`src/rtl/stack36_if.sv`:
```
// Push/pop handshake bundle between a stack36 LIFO and its user.
// The err wire exists only when STACK36_ERR_EN is defined.
interface stack36_if #(
  parameter int WIDTH = 36,
  parameter int DEPTH = 16
);
  localparam int PTR_W = $clog2(DEPTH);

  logic             clr;
  logic             push;
  logic [WIDTH-1:0] push_data;
  logic             pop;
  logic [WIDTH-1:0] pop_data;
  logic             pop_valid;
  logic             full;
  logic             empty;
  logic [PTR_W:0]   count;
`ifdef STACK36_ERR_EN
  logic             err;
`endif

  modport master (
    output clr, push, push_data, pop,
    input  pop_data, pop_valid, full, empty, count
`ifdef STACK36_ERR_EN
    , input err
`endif
  );

  modport slave (
    input  clr, push, push_data, pop,
    output pop_data, pop_valid, full, empty, count
`ifdef STACK36_ERR_EN
    , output err
`endif
  );
endinterface

```
`src/rtl/stack36.sv`:
```
// 36-bit hardware LIFO feeding a register stage; pop_data/pop_valid drive its D/set.
// Define STACK36_ERR_EN to add the sticky overflow/underflow err flag.
module stack36 #(
  parameter int WIDTH = 36,
  parameter int DEPTH = 16,
  localparam int PTR_W = $clog2(DEPTH)
) (
  input logic       clk,
  input logic       rst_n,
  stack36_if.slave  s
);

  localparam logic [PTR_W:0] DEPTH_C = (PTR_W + 1)'(DEPTH);
  localparam logic [PTR_W:0] ONE_C   = (PTR_W + 1)'(1);

  logic [WIDTH-1:0] mem [DEPTH];
  logic [PTR_W:0]   count_reg;
  logic [PTR_W:0]   count_next;
  logic [PTR_W:0]   count_m1;
  logic [WIDTH-1:0] pop_data_reg;
  logic             pop_valid_reg;
  logic             full_w;
  logic             empty_w;
  logic             pop_ok;
  logic             push_ok;
  logic [PTR_W-1:0] top_addr;
  logic [PTR_W-1:0] wr_addr;

  assign full_w   = (count_reg == DEPTH_C);
  assign empty_w  = (count_reg == '0);
  assign count_m1 = count_reg - ONE_C;
  assign top_addr = count_m1[PTR_W-1:0];

  // A push while full is still taken when a pop frees the top in the same cycle.
  assign pop_ok  = s.pop && !empty_w;
  assign push_ok = s.push && (!full_w || pop_ok);
  assign wr_addr = pop_ok ? top_addr : count_reg[PTR_W-1:0];

  always_comb begin
    count_next = count_reg;
    if (push_ok && !pop_ok)
      count_next = count_reg + ONE_C;
    else if (pop_ok && !push_ok)
      count_next = count_m1;
  end

  // Storage is not reset; writes are blocked while reset is held.
  always_ff @(posedge clk) begin
    if (rst_n && !s.clr && push_ok)
      mem[wr_addr] <= s.push_data;
  end

  always_ff @(posedge clk or negedge rst_n) begin
    if (!rst_n) begin
      count_reg     <= '0;
      pop_valid_reg <= 1'b0;
      pop_data_reg  <= '0;
    end else if (s.clr) begin
      count_reg     <= '0;
      pop_valid_reg <= 1'b0;
    end else begin
      count_reg     <= count_next;
      pop_valid_reg <= pop_ok;
      if (pop_ok)
        pop_data_reg <= mem[top_addr];
    end
  end

`ifdef STACK36_ERR_EN
  logic err_reg;

  always_ff @(posedge clk or negedge rst_n) begin
    if (!rst_n)
      err_reg <= 1'b0;
    else if (s.clr)
      err_reg <= 1'b0;
    else if ((s.push && !push_ok) || (s.pop && !pop_ok))
      err_reg <= 1'b1;
  end

  assign s.err = err_reg;
`endif

  assign s.pop_data  = pop_data_reg;
  assign s.pop_valid = pop_valid_reg;
  assign s.full      = full_w;
  assign s.empty     = empty_w;
  assign s.count     = count_reg;

endmodule

```
`src/flat_wrapper.sv`:
```
// flat-port wrapper written by rule: the top's interface ports become plain ports
module stack36_flat 
#(
  parameter int WIDTH = 36,
  parameter int DEPTH = 16,
  localparam int PTR_W = $clog2(DEPTH)
)
  (clk, rst_n, s_clr, s_push, s_push_data, s_pop, s_pop_data, s_pop_valid, s_full, s_empty, s_count);
  stack36_if #(.WIDTH(WIDTH), .DEPTH(DEPTH)) s_i ();
  input logic clk;
  input logic rst_n;
  input wire logic [$bits(s_i.clr)-1:0] s_clr;
  input wire logic [$bits(s_i.push)-1:0] s_push;
  input wire logic [$bits(s_i.push_data)-1:0] s_push_data;
  input wire logic [$bits(s_i.pop)-1:0] s_pop;
  output wire logic [$bits(s_i.pop_data)-1:0] s_pop_data;
  output wire logic [$bits(s_i.pop_valid)-1:0] s_pop_valid;
  output wire logic [$bits(s_i.full)-1:0] s_full;
  output wire logic [$bits(s_i.empty)-1:0] s_empty;
  output wire logic [$bits(s_i.count)-1:0] s_count;
  assign s_i.clr = s_clr;
  assign s_i.push = s_push;
  assign s_i.push_data = s_push_data;
  assign s_i.pop = s_pop;
  assign s_pop_data = s_i.pop_data;
  assign s_pop_valid = s_i.pop_valid;
  assign s_full = s_i.full;
  assign s_empty = s_i.empty;
  assign s_count = s_i.count;
  stack36 #(.WIDTH(WIDTH), .DEPTH(DEPTH)) u_core (.clk(clk), .rst_n(rst_n), .s(s_i));
endmodule
```
`config.mk`:
```
export PLATFORM = sky130hd
export DESIGN_NAME = stack36_flat
export DESIGN_NICKNAME = d
export VERILOG_FILES = /design/src/rtl/stack36_if.sv /design/src/rtl/stack36.sv /design/src/flat_wrapper.sv
export SDC_FILE = /design/constraint.sdc
export NUM_CORES = 1
export LEC_CHECK = 0
export CORE_MARGIN = 2
export CORE_UTILIZATION = 35
export CTS_BUF_LIST = sky130_fd_sc_hd__clkbuf_4 sky130_fd_sc_hd__clkbuf_8
export CTS_CLUSTER_DIAMETER = 200
export CTS_CLUSTER_SIZE = 28
export DETAILED_ROUTE_END_ITERATION = 7
export PLACE_DENSITY = 0.59
export RECOVER_POWER = 50
export SYNTH_ARGS = -nofsm -noshare
export SYNTH_HDL_FRONTEND = slang
export SYNTH_SLANG_ARGS = --single-unit
export TNS_END_PERCENT = 30
```
`constraint.sdc`:
```
create_clock -name clk -period 5.15 [get_ports clk]
set_input_delay 1.03 -clock clk [delete_from_list [all_inputs] [get_ports clk]]
set_output_delay 1.03 -clock clk [all_outputs]
set_load 0.02 [all_outputs]
```
======== Word-level counts from Yosys, hierarchy flattened ========
Memory sizes are Yosys's and may differ from the RTL's. A register that Yosys moved wholly into a read port is not among the register bits.
Cells that the tools add are included.
storage, ports and cells
  bits in registers ....................... 6
  logic and storage cells ................. 30
  RAM bits ................................ 576
  output and inout port bits .............. 44
  memories kept ........................... 1
operators by class
  eq/ne operators ......................... 1
  reduce and logical (&&, ||, !) cells .... 16
  bitwise gates (word level) .............. 1
  mux-type cells .......................... 7
  add/sub/neg operators ................... 2
memory list
  name        depth  width  read ports  clocked after Yosys merged registers in  wr ports  RTL line       text
  u_core.mem  16     36     1           1                                        1         stack36.sv:16  logic [WIDTH-1:0] mem [DEPTH];
operators with widths
  kind                   count
  $mux W5                3
  $logic_and A1 B1 Y1    6
  $logic_not A1 Y1       6
  $add A5 B1 Y5 const B  1
  $eq A5 B5 Y1 const B   1
  $logic_not A5 Y1       1
  $sub A5 B1 Y5 const B  1
  $mux W4                1
  $mux W1                3
  $reduce_bool A3 Y1     1
  $reduce_and A2 Y1      1
  $logic_or A1 B1 Y1     1
  $not A1 Y1             1

======== Longest topological paths before layout ========
Gate-level depths: netlist of the first run.
  depth in word-level cells ............... 10
  gate-level depth with buffers ........... 12
  depth with buffers taken out ............ 8

======== Worst setup path before layout of the first run ========
OpenSTA, ideal clock, no wires.
  kind .................................... reg2reg
  from .................................... reg u_core.count_reg[0], in the netlist u_core.s.count[0]
  to ...................................... mem u_core.mem[4][0] (enable)
  arrival time ............................ 3734 ps
  setup slack ............................. 987 ps
  cell stages (with the launch flop) ...... 11
  required time ........................... 4721 ps
  library setup time ...................... 429 ps
  path buffers ............................ 2
  cell sequence ........................... dfrtp_1 buf_4 buf_6 inv_2 ha_1 or4b_4 clkinv_4 nor2_4 o31ai_4 nand2_2 nor2_1
between the ends
  cells in the longest elaborated chain, start to end .. 8
ends and longest elaborated chain
  element                        RTL line            text
  start: declaration             stack36.sv:17       logic [PTR_W:0] count_reg;
  start signal: assignment       stack36.sv:62       count_reg <= count_next;
  $logic_not A5 Y1 (*)           stack36.sv:30       assign empty_w = (count_reg == '0);
  via s_empty                    flat_wrapper.sv:19  output wire logic [$bits(s_i.empty)-1:0] s_empty;
  $logic_not A1 Y1 (*)           stack36.sv:35       assign pop_ok = s.pop && !empty_w;
  $logic_and A1 B1 Y1 (*)        stack36.sv:35
  $logic_or A1 B1 Y1             stack36.sv:36       assign push_ok = s.push && (!full_w || pop_ok);
  $logic_and A1 B1 Y1            stack36.sv:36
  $logic_and A1 B1 Y1            stack36.sv:49       if (rst_n && !s.clr && push_ok)
  $mux W1                        stack36.sv:49
  $mux W1 (not written as such)  stack36.sv:50       mem[wr_addr] <= s.push_data;
  end: declaration               stack36.sv:16
Mark *: on every way through the listed nets, which the timed path passes. The rest lies on a longest branch.

======== Worst setup path after layout of the first run ========
  from .................................... reg u_core.count_reg[0], in the netlist u_core.s.count[0]
  to ...................................... out s_empty
between the ends
  cells in the longest elaborated chain, start to end .. 1
ends and longest elaborated chain
  element           RTL line
  $logic_not A5 Y1  stack36.sv:30
  end: declaration  flat_wrapper.sv:19
Every way passes these cells.

==> results by group, run 1 <==
Worst setup path
  – CP required: 4.12 ns
  – CP max stage delay: roughly 0.81 ns
  – Worst-case reg-to-reg path depth: 7
  – Startpoint types: register
  – Reg-to-reg slack, setup: 0.92 ns
  – Crit end category: output pin
  – Worst r2r src: u_core.s.count[0]$_DFFE_PN0P_
  – CP Data Arrival Time: between 3 and 4 ns
  – Crit-path slowest cell: dfrtp_4
  – CP cell instances: inv_1, ha_4, or4b_4, clkinv_4, clkdlybuf4s50_1
  – WS Path Type: reg2out
  – Worst-path maximum fanout: 43
  – Critical Path Start: u_core.s.count[0]$_DFFE_PN0P_
  – Reg2reg end: u_core.mem[6][28]$_DFFE_PP_

Global route
  – Vias in the first global route: 11.8k
  – Met3 Usage GRT: 2.37%
  – Largest net degree at the start of global routing: 73
  – GRT Util Overall: 15.2%
  – Antenna violations before repair: 2
  – Most used routing layer in global routing: met1
  – Met2 GRT Util: 23.3%
  – First-pass GRT wire length: 79800 µm
  – Total gr overflow: 0
  – Grt met1 use: between 20% and 30%

Cells and area
  – Most frequent cells in the layout: edfxtp_1 (576), mux2i_1 (145), nand2_1 (83)
  – Nets: about 1.4k
  – Layout area overhead: 10.9%
  – N_diodes: 0
  – Post-layout util: 39.1%
  – Layout cells sized above 1: ~14%
  – Commonest non-fill, non-tap cell in the layout: edfxtp_1
  – Max reg flops: 576

Clocking
  – Reg clk slew, reported paths: between 0.15 and 0.2 ns
  – CTS buffer count: 26
  – Setup Buffers After CTS: 0
  – Post-CTS Hold Fix Bufs: 0
  – Deepest clock path buffer count: 3
  – H-tree depth: 1
  – Clk_lat worst skew: 0.69 ns
  – CTS tree: yes
  – Clk sink count: 618
  – Clk root buf: clkbuf_8
  – Post-CTS resize count: 0

Synthesis
  – Most frequently used flop master after synthesis: edfxtp_1
  – Synthesized cell area: ~24000 µm²
  – Syn Area/Cell: 18.5 µm²
  – Async S/R FF share, synth: 6.80%
  – Sequential area share after synthesis: between 70% and 80%
  – Syn Inst Count: between 1k and 1.5k
  – Yosys Warn Count: 0
  – #FFs+latches synth: 618
  – Syn_nets: around 1.3k
  – Synth unique cells: 53
  – EDFF count, synth: 576

Routing
  – Drt first pass iters: 5
  – Remaining DRCs: 0
  – Number of nets with antenna violations after routing: 0
  – Initial drt markers: around 1.2k
  – Via/cell ratio: 5.22
  – Vias: 11.9k
  – DR WL/cell: 24.0 µm
  – DRT Wirelength: ~54000 µm

STA
  – Slew at the pin closest to its max-slew limit: 3.17 ns
  – Final setup fails: 0
  – Clock skew: between 0.06 and 0.07 ns
  – Fin crit share: 89.9%
  – Worst setup margin: 0.519 ns
  – F_max: between 200 and 250 MHz
  – Slew HR: -111%
  – RSZ-0062 raised after global routing: no
  – Total Negative Setup Slacks: 0 ns
  – Fin. max-slew vios: 43
  – Post-layout min period: 4.63 ns
  – Final hold vios: 0

Outcome
  – Violated checks: capacitance limit, slew limit
  – Outcome: finished, violations left

Hold path
  – Worst hold endpoint: u_core.s.pop_data[33]$_DFFE_PN0P_
  – Worst hold-check path type: reg2reg
  – Hold path startpoint: u_core.s.pop_data[33]$_DFFE_PN0P_
  – Worst hold path depth: 2

Pwr
  – Leakage: approximately 8.3 nW
  – Tot Pwr: 13.5 mW
  – VDD IR-drop max: 0.589 mV
  – Pwr dens: ~510 nW/µm²

Place
  – Placer Congestion: 0.758
  – Placement Setup Slack: 0.758 ns
  – Hpwl dp: 33200 µm
  – Port buffer count: 84

Die
  – Die outline area: 70900 µm²
  – Die X: around 270 µm
  – Starting Density: roughly a third
  – Die height: approximately 270 µm
  – CORE AREA: 68300 µm²
  – Num rows: 96
  – Io pins: 85

Job
  – Max_cap viols: 1
-- worst max-delay path, delay by kind of cell, from the launching register on --
family / cells / cell delay (ns)
buf+inv: 3 / 1.20
flops: 1 / 0.81
simple gates: 1 / 0.55
fa+ha+maj: 1 / 0.34
-- kinds of logic after synthesis --
group | share of synthesized area [%]
AOI/OAI and AO/OA | 5.51
and+or+nand+nor | 3.24
buffers and inverters | 1.91
xor gates and xnor gates | 0.281
DFF | 76.2
adders and majority gates | 0.104
muxes | 12.8
-- how the worst max path moves through the flow --
stage	endpoint	slack [ns]	depth (start not counted)
global placement	u_core.mem[6][30]$_DFFE_PP_	0.78	6
CTS	s_empty	0.58	5
finish	s_empty	0.52	5
global route	s_empty	0.34	5
floorplan	u_core.mem[4][0]$_DFFE_PP_	0.99	10
detailed placement	u_core.mem[6][28]$_DFFE_PP_	0.76	6
-- per-stage QoR --
stage               instances  area, µm²  hold slack [ns]
finish                   2272      26700            0.538
global route             2272      26700            0.577
CTS                      2272      26700            0.501
detailed placement       2224      26200            0.516
global placement         2224      26200            0.511
floorplan                1303      24100            0.634
-- layer usage --
metal	share of wire (%)	wire (µm)
met1	47	25700
met2	46	24900
met3	6.0	3260
met4	0.96	522
met5	0.018	10
-- layout make-up --
type | count | area [µm²]
flip-flops and latches | 618 | 18400
fillers | 6084 | 41600
clock buffers | 47 | 522
inverters | 5 | 23.8
well taps | 882 | 1100
repair buffers | 117 | 1230
clock inverters | 1 | 30.0
multi-input cells | 602 | 5440
-- synth_stat cells, types with 3 or more instances --
cell type / n / area (µm²)
mux2i_1: 145 / 1450
buf_2: 52 / 260
a21oi_1: 76 / 380
buf_4: 13 / 97.6
clkbuf_1: 8 / 30.0
nor2_1: 62 / 233
inv_1: 3 / 11.3
buf_6: 4 / 45.0
nand2_1: 83 / 312
nor3_1: 3 / 15.0
edfxtp_1: 576 / 17300
nand3_1: 3 / 15.0
mux4_2: 72 / 1620
nand4_1: 3 / 18.8
a22oi_1: 72 / 541
dfrtp_1: 42 / 1050
o21ai_0: 3 / 15.0
nor2_4: 4 / 45.0
a31oi_1: 37 / 231
xnor2_1: 3 / 26.3
-- power by group --
part / leakage [nW] / internal [mW] / total [mW] / switching (mW)
Sequential: 5.66 / 5.76 / 5.98 / 0.219
Combinational: 2.34 / 2.05 / 5.48 / 3.43
Clock: 0.298 / 0.650 / 2.06 / 1.41
No activity file was read; power rests on OpenSTA's default activity.
==> run 2: changes to the inputs <==
Settings changed: CORE_MARGIN 2 to default.
==> run 2 against run 1 <==
Effect of this change:
- the run still ends with capacitance limit, slew limit left
- sequential cell count unchanged
- global-route usage rose by 0.54 points
- combinational power fell by 1%
- clock power is essentially flat
- non-clock buffer count up 1
- critical endpoint unchanged
- largest power group unchanged
- highest routed layer is now met4
==> results by group, run 2 (synthesis results as in run 1) <==
Outcome
  – Outcome: finished, violations left
  – Violated checks: capacitance limit, slew limit

Global route
  – GRT Util Overall: between 10% and 20%
  – Largest net degree at the start of global routing: 80
  – Antenna violations before repair: 4
  – Total gr overflow: 0
  – First-pass GRT wire length: between 80000 and 90000 µm
  – Vias in the first global route: 12.1k

Clocking
  – H-tree depth: 1
  – Clk sink count: 618
  – Reg clk slew, reported paths: roughly 0.18 ns
  – Post-CTS resize count: 0
  – Clk root buf: clkbuf_8
  – Clk_lat worst skew: 0.68 ns
  – CTS tree: yes
  – CTS buffer count: 26
  – Deepest clock path buffer count: 3
  – Setup Buffers After CTS: 0
  – Post-CTS Hold Fix Bufs: 0

Place
  – Placed Cells: around 2.2k
  – Placer Congestion: between 0.7 and 0.8
  – Hpwl dp: 33700 µm
  – Port buffer count: between 80 and 90
  – Placement Setup Slack: 1.16 ns

Worst setup path
  – CP Data Arrival Time: roughly 3.4 ns
  – CP cell instances: inv_1, ha_4, or4b_4, clkinv_4, clkdlybuf4s50_1
  – Reg2reg end: u_core.s.pop_data[25]$_DFFE_PN0P_
  – Crit-path slowest cell: dfrtp_4
  – Worst-case reg-to-reg path depth: 8
  – Crit end category: output pin
  – CP required: 4.12 ns
  – Reg-to-reg slack, setup: about 1.1 ns
  – Worst r2r src: u_core.s.count[0]$_DFFE_PN0P_
  – WS Path Type: reg2out
  – CP max stage delay: 0.67 ns
  – Worst-path maximum fanout: 21
  – Startpoint types: register

Cells and area
  – Layout cells sized above 1: between 10 and 15%
  – Most frequent cells in the layout: edfxtp_1 (576), mux2i_1 (145), nand2_1 (83)
  – Layout area overhead: 10.4%
  – Nets: 1414
  – Max reg flops: about 580
  – Post-Layout Cell Count: roughly 2.3k
  – Commonest non-fill, non-tap cell in the layout: edfxtp_1

STA
  – Fin. max-slew vios: 71
  – Clock skew: 0.0650 ns
  – Total Negative Setup Slacks: 0 ns
  – Worst setup margin: 0.765 ns
  – Final hold vios: 0
  – F_max: 228 MHz
  – Fin crit share: 85.1%
  – RSZ-0062 raised after global routing: no
  – Final setup fails: 0
  – Slew at the pin closest to its max-slew limit: 3.00 ns
  – Slew HR: -99.8%
  – Post-layout min period: 4.39 ns

Die
  – CORE AREA: 67600 µm²
  – Starting Density: 35.6%
  – Die X: approximately 260 µm
  – Io pins: 85
  – Die height: 264 µm
  – Num rows: 95
  – Die outline area: 69900 µm²

Job
  – Max_cap viols: 2

Routing
  – DR WL/cell: 24.3 µm
  – DRT Wirelength: approximately 55000 µm
  – Via/cell ratio: 5.22
  – Initial drt markers: 1023
  – Remaining DRCs: 0
  – Drt first pass iters: 5
  – Number of nets with antenna violations after routing: 0
  – Vias: 11.8k

Hold path
  – Hold path startpoint: u_core.s.pop_data[32]$_DFFE_PN0P_
  – Worst hold endpoint: u_core.s.pop_data[32]$_DFFE_PN0P_
  – Worst hold-check path type: reg2reg
  – Worst hold path depth: 2

Pwr
  – VDD IR-drop max: between 0.3 and 0.4 mV
  – Pwr dens: around 510 nW/µm²
  – Leakage: between 8 and 9 nW
## run 2: cell types whose count changed in the layout (fill, tap and decap cells not counted), sizes merged
cell | before | now
buf | 32 | 33
clkdlybuf4s50 | 27 | 31
diode | 0 | 1
dlygate4sd3 | 56 | 52
## run 2: how the worst max path moves through the flow
stage | from | end | slack [ns] | cells after the start
after global placement | s_pop | u_core.mem[12][32]$_DFFE_PP_ | 1.23 | 8
final | u_core.s.count[0]$_DFFE_PN0P_ | s_empty | 0.76 | 5
after detailed placement | s_pop | u_core.mem[0][30]$_DFFE_PP_ | 1.16 | 8
after floorplan | u_core.s.count[0]$_DFFE_PN0P_ | u_core.mem[4][0]$_DFFE_PP_ | 0.99 | 10
after CTS | u_core.s.count[0]$_DFFE_PN0P_ | s_empty | 0.86 | 5
after global routing | u_core.s.count[0]$_DFFE_PN0P_ | s_empty | 0.62 | 5
## run 2: routing by layer
layer  wire (µm)  part of all wire, %  up-vias  global-route usage, %
met4         912                  1.7        0                   2.94
met2       28900                   53      276                   28.4
li1            -                    -     5296                      -
met3        2040                  3.7       49                   1.57
met1       23100                   42     6201                   20.5
met5           0                    0        -                      0
## run 2: worst max-delay path, delay by kind of cell (launching register included)
| family | cells | cell delay [ns] |
|---|---|---|
| AND/OR/NAND/NOR | 1 | 0.54 |
| adder cells (fa/ha/maj) | 1 | 0.34 |
| buffers and inverters | 3 | 1.11 |
| flip-flops | 1 | 0.67 |
## run 2: final cells by class
| cell class | instances | area [µm²] |
|---|---|---|
| well taps | 873 | 1090 |
| fillers | 6029 | 41000 |
| flip-flops and latches | 618 | 18400 |
| repair buffers | 118 | 1140 |
| diodes | 1 | 2.50 |
| inverters | 5 | 23.8 |
| clock buffers | 47 | 522 |
| multi-input cells | 602 | 5430 |
| clock inverters | 1 | 30.0 |
## run 2: metrics by stage
stage / hold WS [ns] / util (%) / instance area (µm²) / power [mW]
finish: 0.549 / 39.3 / 26600 / 13.4
CTS: 0.472 / 39.3 / 26600 / 13.7
detailed placement: 0.522 / 38.5 / 26000 / 11.6
global placement: 0.516 / 38.5 / 26000 / 11.6
floorplan: 0.634 / - / 24100 / 9.70
global route: 0.589 / 39.3 / 26600 / 14.1
## run 2: power breakdown
group / internal, mW / switching, mW
registers: 5.76 / 0.178
logic: 2.04 / 3.38
clock network: 0.651 / 1.42
total: 8.45 / 4.98
==> run 3: changes to the inputs <==
Settings changed: PLACE_DENSITY 0.59 to 0.61.
==> run 3 against run 2 <==
Effect of this change:
- the run still ends with capacitance limit, slew limit left
- global-route usage shrank 0.41 points
- final area is 0.17% higher
- final cell count barely moved
- clock skew rose by 0.0092 ns
- critical endpoint unchanged
- largest cell class unchanged
==> results by group, run 3 (synthesis results as in run 1) <==
Die
  – Die X: around 260 µm
  – Num rows: 95
  – CORE AREA: roughly 68000 µm²
  – Die height: 264 µm
  – Starting Density: between 30 and 40%
  – Io pins: 85
  – Die outline area: 69900 µm²

Clocking
  – Reg clk slew, reported paths: 0.19 ns
  – H-tree depth: 1
  – Post-CTS resize count: 0
  – Setup Buffers After CTS: 0
  – Post-CTS Hold Fix Bufs: 0
  – Deepest clock path buffer count: 3
  – Clk root buf: clkbuf_8
  – CTS tree: yes
  – Clk_lat worst skew: 0.68 ns
  – CTS buffer count: 26
  – Clk sink count: roughly 600

Worst setup path
  – Startpoint types: register
  – WS Path Type: reg2out
  – CP required: slightly above 4 ns
  – Critical Path Start: u_core.s.count[1]$_DFFE_PN0P_
  – Worst r2r src: u_core.s.count[1]$_DFFE_PN0P_
  – Worst-path maximum fanout: 12
  – CP Data Arrival Time: 3.34 ns
  – Crit end category: output pin

STA
  – Final setup fails: 0
  – Clock skew: 0.0743 ns
  – F_max: 229 MHz
  – Fin. max-slew vios: 43
  – Total Negative Setup Slacks: 0 ns
  – Final hold vios: 0
  – Slew at the pin closest to its max-slew limit: 3.06 ns
  – RSZ-0062 raised after global routing: no
  – Fin crit share: 84.9%
  – Slew HR: -104%
  – Post-layout min period: 4.37 ns

Place
  – Hpwl dp: 31900 µm
  – Port buffer count: 84
  – Placer Congestion: 0.792
  – Dpl cell area: 26100 µm²

Pwr
  – Pwr dens: 503 nW/µm²
  – Tot Pwr: 13.4 mW
  – VDD IR-drop max: 0.391 mV
  – Int Pwr: 8.44 mW
  – Combinational share of power: 40.2%
  – NetSw: 4.94 mW
  – Sequential share of power: 44.3%
  – Sw frac: 36.9%
  – Leakage: 8.28 nW
  – Clock power share: 15.5%

Global route
  – Grt met1 use: 22.6%
  – Met3 Usage GRT: 2.26%
  – GRT Util Overall: 15.3%
  – Met2 GRT Util: 24.4%
  – Vias in the first global route: 11.9k
  – Total gr overflow: 0
  – Largest net degree at the start of global routing: 73
  – Antenna violations before repair: 4
  – First-pass GRT wire length: 80000 µm
  – Most used routing layer in global routing: met2

Routing
  – Via/cell ratio: between 5 and 6
  – DRT Wirelength: 53600 µm
  – Number of nets with antenna violations after routing: 0
  – Vias: 12.0k
  – Drt first pass iters: 5
  – DR WL/cell: around 24 µm
  – Initial drt markers: just over 1k
  – Remaining DRCs: 0

Job
  – Max_cap viols: 1

Cells and area
  – Max reg flops: 576
  – Layout area overhead: 10.6%
  – Most frequent cells in the layout: edfxtp_1 (576), mux2i_1 (145), nand2_1 (83)
  – Layout cells sized above 1: 13.8%
  – Commonest non-fill, non-tap cell in the layout: edfxtp_1
  – Layout Cell Area excl Fill: 26600 µm²
  – Nets: 1412

Outcome
  – Violated checks: capacitance limit, slew limit
  – Outcome: finished, violations left

Hold path
  – Hold path startpoint: u_core.s.pop_data[30]$_DFFE_PN0P_
  – Worst hold-check path type: reg2reg
## run 3: cell count changes in the layout (fill, tap and decap cells not counted), sizes merged
cell,delta
buf,-2
clkdlybuf4s50,-1
clkinv,-1
clkinvlp,+1
dlygate4sd3,+1
## run 3: per-layer routing
| layer | vias to the layer above | part of all wire, % |
|---|---|---|
| li1 | 5301 | - |
| met1 | 6305 | 46 |
| met2 | 307 | 47 |
| met5 | - | 0.043 |
| met4 | 4 | 1.2 |
| met3 | 47 | 5.6 |
## run 3: worst paths after layout
| check | slack [ns] | cells past startpoint | endpoint |
|---|---|---|---|
| worst max-delay path | 0.78 | 5 | s_empty |
| worst min register to register | 0.54 | 2 | u_core.s.pop_data[30]$_DFFE_PN0P_ |
| worst max register to register | 1.31 | 9 | u_core.mem[1][1]$_DFFE_PP_ |
| worst min-delay path | 0.54 | 2 | u_core.s.pop_data[30]$_DFFE_PN0P_ |
| max in group asynchronous | 1.53 | 2 | u_core.s.count[0]$_DFFE_PN0P_ |
| min in group asynchronous | 1.53 | 2 | u_core.s.count[2]$_DFFE_PN0P_ |
## run 3: power by group through the flow
stage               registers, mW  logic [mW]  clock network (mW)
detailed placement           6.05        5.49                   0
finish                       5.93        5.39                2.07
global route                 5.97        5.82                2.28
floorplan                    6.17        3.53                   0
CTS                          5.94        5.50                2.13
global placement             6.04        5.45                   0
## run 3: final cells by class
type,instances,area (µm²)
Inverter,5,20.0
Fill cell,5993,41000
Multi-Input combinational cell,602,5430
Sequential cell,618,18400
Timing Repair Buffer,116,1180
Clock inverter,1,30.0
Tap cell,873,1090
Antenna cell,1,2.50
Clock buffer,47,522
## run 3: worst max-delay path, stage by stage, from the launching register on
cell,delay (ns)
dfrtp_1,0.60
inv_1,0.24
ha_4,0.29
or4b_1,0.59
clkinvlp_2,0.26
clkdlybuf4s50_1,0.67
## run 3: metrics by stage
step	std cells	util (%)	setup WS [ns]	hold WS [ns]
finish	2263	39.4	0.777	0.538
global route	2263	39.4	0.621	0.584
floorplan	1303	-	0.987	0.634
detailed placement	2214	38.6	0.888	0.518
CTS	2262	39.4	0.977	0.515
global placement	2214	38.6	0.941	0.514
